===== config.mk =====
export PLATFORM = sky130hd
export DESIGN_NAME = dae_pipe
export DESIGN_NICKNAME = d
export VERILOG_FILES = /design/src/rtl/dae_pkg.sv /design/src/rtl/dae_alu.sv /design/src/rtl/dae_pipe.sv
export SDC_FILE = /design/constraint.sdc
export NUM_CORES = 1
export LEC_CHECK = 0
export BUFFER_PORTS_ARGS = -buffer_cell sky130_fd_sc_hd__buf_2
export CAP_MARGIN = 30
export CORE_MARGIN = 3
export CORE_UTILIZATION = 42
export DETAILED_ROUTE_END_ITERATION = 8
export PLACE_DENSITY_LB_ADDON = 0.15
export SLEW_MARGIN = 20
export SYNTH_ARGS = -nofsm -noshare
export SYNTH_HDL_FRONTEND = slang
export SYNTH_SLANG_ARGS = --single-unit

===== constraint.sdc =====
create_clock -name clk -period 7 [get_ports clk]
set_clock_uncertainty 0.1 [all_clocks]
set_input_delay 1.4 -clock clk [delete_from_list [all_inputs] [get_ports clk]]
set_output_delay 1.4 -clock clk [all_outputs]
set_load 0.03 [all_outputs]

===== src/rtl/dae_pkg.sv =====
// Shared definitions for the dae_pipe decode/execute unit.
// Opcode encodings are fixed because the instruction sequencer emits raw 3-bit codes.
package dae_pkg;

  localparam int OP_W = 3;

  typedef enum logic [OP_W-1:0] {
    OP_ADD = 3'b000,
    OP_SUB = 3'b001,
    OP_AND = 3'b010,
    OP_OR  = 3'b011,
    OP_ROL = 3'b100,
    OP_ASR = 3'b101,
    OP_EQ  = 3'b110,
    OP_GT  = 3'b111
  } dae_op_e;

endpackage


===== src/rtl/dae_alu.sv =====
// Combinational eight-op ALU for dae_pipe, parametrised by datapath width.
// carry carries the ADD carry-out or the SUB borrow; it is 0 for every other op.
module dae_alu
  import dae_pkg::*;
#(
  parameter int WIDTH = 4
) (
  input  dae_op_e          sel,
  input  logic [WIDTH-1:0] a,
  input  logic [WIDTH-1:0] b,
  output logic [WIDTH-1:0] y,
  output logic             carry
);

  logic [WIDTH:0] w_sum;
  logic [WIDTH:0] w_diff;

  // The extra top bit of the difference is set exactly when a < b (unsigned borrow).
  assign w_sum  = {1'b0, a} + {1'b0, b};
  assign w_diff = {1'b0, a} - {1'b0, b};

  always_comb begin
    y     = '0;
    carry = 1'b0;
    case (sel)
      OP_ADD: begin
        y     = w_sum[WIDTH-1:0];
        carry = w_sum[WIDTH];
      end
      OP_SUB: begin
        y     = w_diff[WIDTH-1:0];
        carry = w_diff[WIDTH];
      end
      OP_AND:  y = a & b;
      OP_OR:   y = a | b;
      OP_ROL:  y = {a[WIDTH-2:0], a[WIDTH-1]};
      OP_ASR:  y = {b[WIDTH-1], b[WIDTH-1:1]};
      OP_EQ:   y = {{(WIDTH-1){1'b0}}, (a == b)};
      OP_GT:   y = {{(WIDTH-1){1'b0}}, (a > b)};
      default: y = '0;
    endcase
  end

endmodule


===== src/rtl/dae_pipe.sv =====
// Two-stage decode/execute unit: D latches an instruction, E reads the register file,
// computes, writes back and presents the result on a held valid/ready output.
module dae_pipe
  import dae_pkg::*;
#(
  parameter  int WIDTH = 4,
  parameter  int NREG  = 4,
  localparam int AW    = $clog2(NREG)
) (
  input  logic             clk,
  input  logic             rst_n,
  input  logic             ld_en,
  input  logic [AW-1:0]    ld_addr,
  input  logic [WIDTH-1:0] ld_data,
  input  logic             in_valid,
  output logic             in_ready,
  input  logic [2:0]       in_sel,
  input  logic [AW-1:0]    in_rs,
  input  logic [AW-1:0]    in_rt,
  input  logic [AW-1:0]    in_rd,
  output logic             out_valid,
  input  logic             out_ready,
  output logic [AW-1:0]    out_rd,
  output logic [WIDTH-1:0] out_data,
  output logic             out_carry
);

  logic [WIDTH-1:0] r_rf [NREG];

  logic             r_d_valid;
  dae_op_e          r_d_sel;
  logic [AW-1:0]    r_d_rs;
  logic [AW-1:0]    r_d_rt;
  logic [AW-1:0]    r_d_rd;

  logic             r_out_valid;
  logic [AW-1:0]    r_out_rd;
  logic [WIDTH-1:0] r_out_data;
  logic             r_out_carry;

  logic             w_e_adv;
  logic             w_in_ready;
  logic             w_in_fire;
  logic             w_wb_en;
  logic [WIDTH-1:0] w_op_a;
  logic [WIDTH-1:0] w_op_b;
  logic [WIDTH-1:0] w_alu_y;
  logic             w_alu_carry;

  // E may advance whenever the output slot is empty or being consumed this edge.
  assign w_e_adv    = !r_out_valid || out_ready;
  assign w_in_ready = !r_d_valid || w_e_adv;
  assign w_in_fire  = in_valid && w_in_ready;
  assign w_wb_en    = r_d_valid && w_e_adv;

  assign w_op_a = r_rf[r_d_rs];
  assign w_op_b = r_rf[r_d_rt];

  dae_alu #(
    .WIDTH (WIDTH)
  ) u_alu (
    .sel   (r_d_sel),
    .a     (w_op_a),
    .b     (w_op_b),
    .y     (w_alu_y),
    .carry (w_alu_carry)
  );

  // Writeback is assigned last so it overrides a same-address load on the same edge.
  always_ff @(posedge clk or negedge rst_n) begin
    if (!rst_n) begin
      for (int i = 0; i < NREG; i++) begin
        r_rf[i] <= '0;
      end
    end else begin
      if (ld_en) begin
        r_rf[ld_addr] <= ld_data;
      end
      if (w_wb_en) begin
        r_rf[r_d_rd] <= w_alu_y;
      end
    end
  end

  always_ff @(posedge clk or negedge rst_n) begin
    if (!rst_n) begin
      r_d_valid <= 1'b0;
      r_d_sel   <= OP_ADD;
      r_d_rs    <= '0;
      r_d_rt    <= '0;
      r_d_rd    <= '0;
    end else if (w_in_fire) begin
      r_d_valid <= 1'b1;
      r_d_sel   <= dae_op_e'(in_sel);
      r_d_rs    <= in_rs;
      r_d_rt    <= in_rt;
      r_d_rd    <= in_rd;
    end else if (w_e_adv) begin
      r_d_valid <= 1'b0;
    end
  end

  // Output fields only change on an advancing edge, so they stay frozen during a stall.
  always_ff @(posedge clk or negedge rst_n) begin
    if (!rst_n) begin
      r_out_valid <= 1'b0;
      r_out_rd    <= '0;
      r_out_data  <= '0;
      r_out_carry <= 1'b0;
    end else if (w_e_adv) begin
      r_out_valid <= r_d_valid;
      if (r_d_valid) begin
        r_out_rd    <= r_d_rd;
        r_out_data  <= w_alu_y;
        r_out_carry <= w_alu_carry;
      end
    end
  end

  assign in_ready  = w_in_ready;
  assign out_valid = r_out_valid;
  assign out_rd    = r_out_rd;
  assign out_data  = r_out_data;
  assign out_carry = r_out_carry;

endmodule


==> qor.yml <==
status:
  status: "complete, no violations"
power:
  cellInternalPower_mw: 0.606
  max-vdd-ir-drop_v: 0.000235
  pwr-share-clk_pct: 13.9
  seqPwrFrac_pct: 31.1
  power.density_nw_per_um2: 402
  combPwrFrac_pct: 55.0
  switching_share_pct: 42.8
  p_leak_nw: 1.24
  p_sw_mw: 0.454
  finalPower_mw: 1.06
placement:
  pre_cts_slack_ns: 3.62
  place_congestion: 0.754
  dpl.hpwl_um: 3860
  io_buffers: 28
layout:
  layout_common_cells: "dfrtp_1 (34), buf_2 (29), nand2_1 (22), mux2_2 (17), mux2i_1 (15)"
  fillers: 487
  n_antenna_cell: 0
  final_common_cell: "dfrtp_1"
  multi_input_area_um2: 1410
  utilization_pct: 50.4
  nNetsFinal: 284
  drive_gt1_share_pct: 23.9
  seq_area_um2: 851
  syn_to_final_growth_pct: 12.5
route:
  routed_via_density: 5.52
  drc: 0
  ant_nets: 0
  firstDrtPassIters: 4
  routed_wl_um: 5200
  num_vias: 1772
  first_iter_violations: 72
  wl_per_cell_um: 16.2
cts:
  clock_sinks: 34
  numCtsBuffers: 5
  clk_root_buffer_cell: "clkbuf_8"
  cts.clk_slew.worst_paths_ns: 0.07
  post_cts_buffers: 0
  cts_resized: 0
  ctsHoldBuffers: 0
  clock_latency_ns: 0.28
  cts_tree: "done"
  h-tree-depth: 2
  clk_path_buf_depth: 2
die:
  die_area_um2: 6510
  die_h_um: 80.7
  rows: 26
  initial_core_util_pct: 44.7
  die_w_um: 80.7
  coreArea_um2: 5240
  io_pins: 29
global_route:
  overflow: 0
  grt_pass1_wl_um: 8760
  globalRouteTotalUtil_pct: 17.7
  grt_start_max_net_pins: 35
  antenna_found_initial: 0
  first_global_vias: 1729
critical_path:
  r2r_cells: 8
  regToRegStartpoint: "r_d_rt[0]$_DFFE_PN0P_"
  critPathArrivalTime_ns: 1.88
  endpoint_kind: "primary output"
  reg2reg_to: "out_data[0]$_DFFE_PN0P_"
  cp_max_fo: 3
  critPathKind: "in2out"
  r2r_slack_ns: 3.73
  cp-start-kind: "primary input"
  cp.required_ns: 5.50
logic_synthesis:
  syn_inst: 222
  yosysUniqueCellTypes: 44
  ys_ff_latch: 34
  syn-cell-area_um2: 2340
  synth_edf_count: 0
  synth_flop_cell: "dfrtp_1"
  synth-seq-area-share_pct: 36.3
  syn_area_per_cell_um2: 10.6
  syn-num-nets: 256
  ys_async_sr_fraction_pct: 100
  ys_warn_count: 0
hold_path:
  min_from: "out_rd[0]$_DFFE_PN0P_"
  whs_path_depth: 2
  hp-class: "reg2reg"
  hold_end: "out_rd[0]$_DFFE_PN0P_"
sta:
  setup_tns_ns: 0
  setup_viol: 0
  rsz0062_at_grt: "false"
  relSlewSlack_pct: 40.2
  worst_slack_ns: 3.62
  maxSlewViolCount: 0
  finalWorstPathRequiredPeriod_ns: 3.38
  max_freq_ghz: 0.296
  tightestPinTransition_ns: 0.895
  post-route-period-util_pct: 48.3
  hold_violations: 0
run:
  drv_cap: 0
[per-stage QoR]
stage	instance area (um2)	cells	hold slack, ns
6_report	2640	321	0.379
5_1_grt	2640	321	0.423
3_5_place_dp	2540	312	0.368
2_1_floorplan	2340	222	0.392
3_3_place_gp	2540	312	0.358
4_1_cts	2630	320	0.385
[power groups by stage]
stage | sequential (mW) | combinational [mW] | clock [mW]
3_3_place_gp | 0.329 | 0.579 | 0
2_1_floorplan | 0.336 | 0.431 | 0
3_5_place_dp | 0.330 | 0.584 | 0
6_report | 0.330 | 0.584 | 0.147
4_1_cts | 0.328 | 0.588 | 0.152
5_1_grt | 0.339 | 0.655 | 0.162
[routing by layer]
metal	track usage, %	up-vias	share of wire, %
li1	-	869	-
met1	25.1	859	48
met2	27.6	37	47
met3	3.03	7	3.2
met4	5.41	0	1.6
met5	0	-	0
[worst max-delay path by stage]
| stage | startpoint | to | slack, ns | depth (start not counted) |
|---|---|---|---|---|
| 6_report | out_ready | in_ready | 3.62 | 3 |
| 5_1_grt | r_d_rt[0]$_DFFE_PN0P_ | out_data[0]$_DFFE_PN0P_ | 3.57 | 8 |
| 4_1_cts | out_ready | in_ready | 3.62 | 3 |
| 3_5_place_dp | out_ready | in_ready | 3.62 | 3 |
| 3_3_place_gp | out_ready | in_ready | 3.64 | 3 |
| 2_1_floorplan | out_ready | in_ready | 3.75 | 1 |
[final cells by class]
type	count	share of cell area, %
Multi-Input combinational cell	166	53.3
Sequential cell	34	32.3
Timing Repair Buffer	29	5.50
Tap cell	70	3.32
Clock buffer	6	3.13
Inverter	14	1.99
Clock inverter	2	0.474
[Yosys cell counts (2+ instances only)]
cell type  count  area [um2]
mux4_2         2        45.0
mux4_1         6         158
nor3b_1        2        15.0
and3_1         3        18.8
ha_1          12         150
inv_1         14        52.6
fa_1           2        40.0
mux2i_1       15         150
xnor2_1        2        17.5
o21a_1         7        52.6
nor4_1         5        31.3
o211ai_1       2        15.0
nand2b_1       4        25.0
dfrtp_1       34         851
nand3_1        5        25.0
nand3b_1       4        30.0
nor2b_1        2        12.5
a211oi_1       5        37.5
nor4b_1        2        17.5
nor3_1         3        15.0
a21oi_1        4        20.0
and2_1         2        12.5
mux2_2        17         191
nor2_1        10        37.5
o21ai_0        8        40.0
o22ai_1        2        12.5
buf_2          3        15.0
clkbuf_1       4        15.0
or4_1          2        15.0
a21o_1         4        30.0
nand2_1       22        82.6
[worst max-delay path: stages]
cell      delay [ns]
buf_2           0.10
nand3b_1        0.18
buf_2           0.20
[registers in the layout, indices dropped and copies added, names as in the netlist]
| name | cells |
|---|---|
| r_d_rt | 2 |
| out_carry | 1 |
| r_d_sel | 3 |
| out_rd | 2 |
| r_d_rs | 2 |
| r_d_rd | 2 |
| out_valid | 1 |
| out_data | 4 |
| r_d_valid | 1 |
| r_rf | 16 |
[cells by family after synthesis]
family                     count (synthesis)  share of synthesized area [%]
AOI/OAI and AO/OA                         39                           11.7
xor gates and xnor gates                   2                          0.748
adders and majority gates                 14                           8.12
buffers and inverters                     22                           3.68
DFF                                       34                           36.3
muxes                                     41                           23.9
and+or+nand+nor                           70                           15.6
Power figures use the tool's default switching activity.
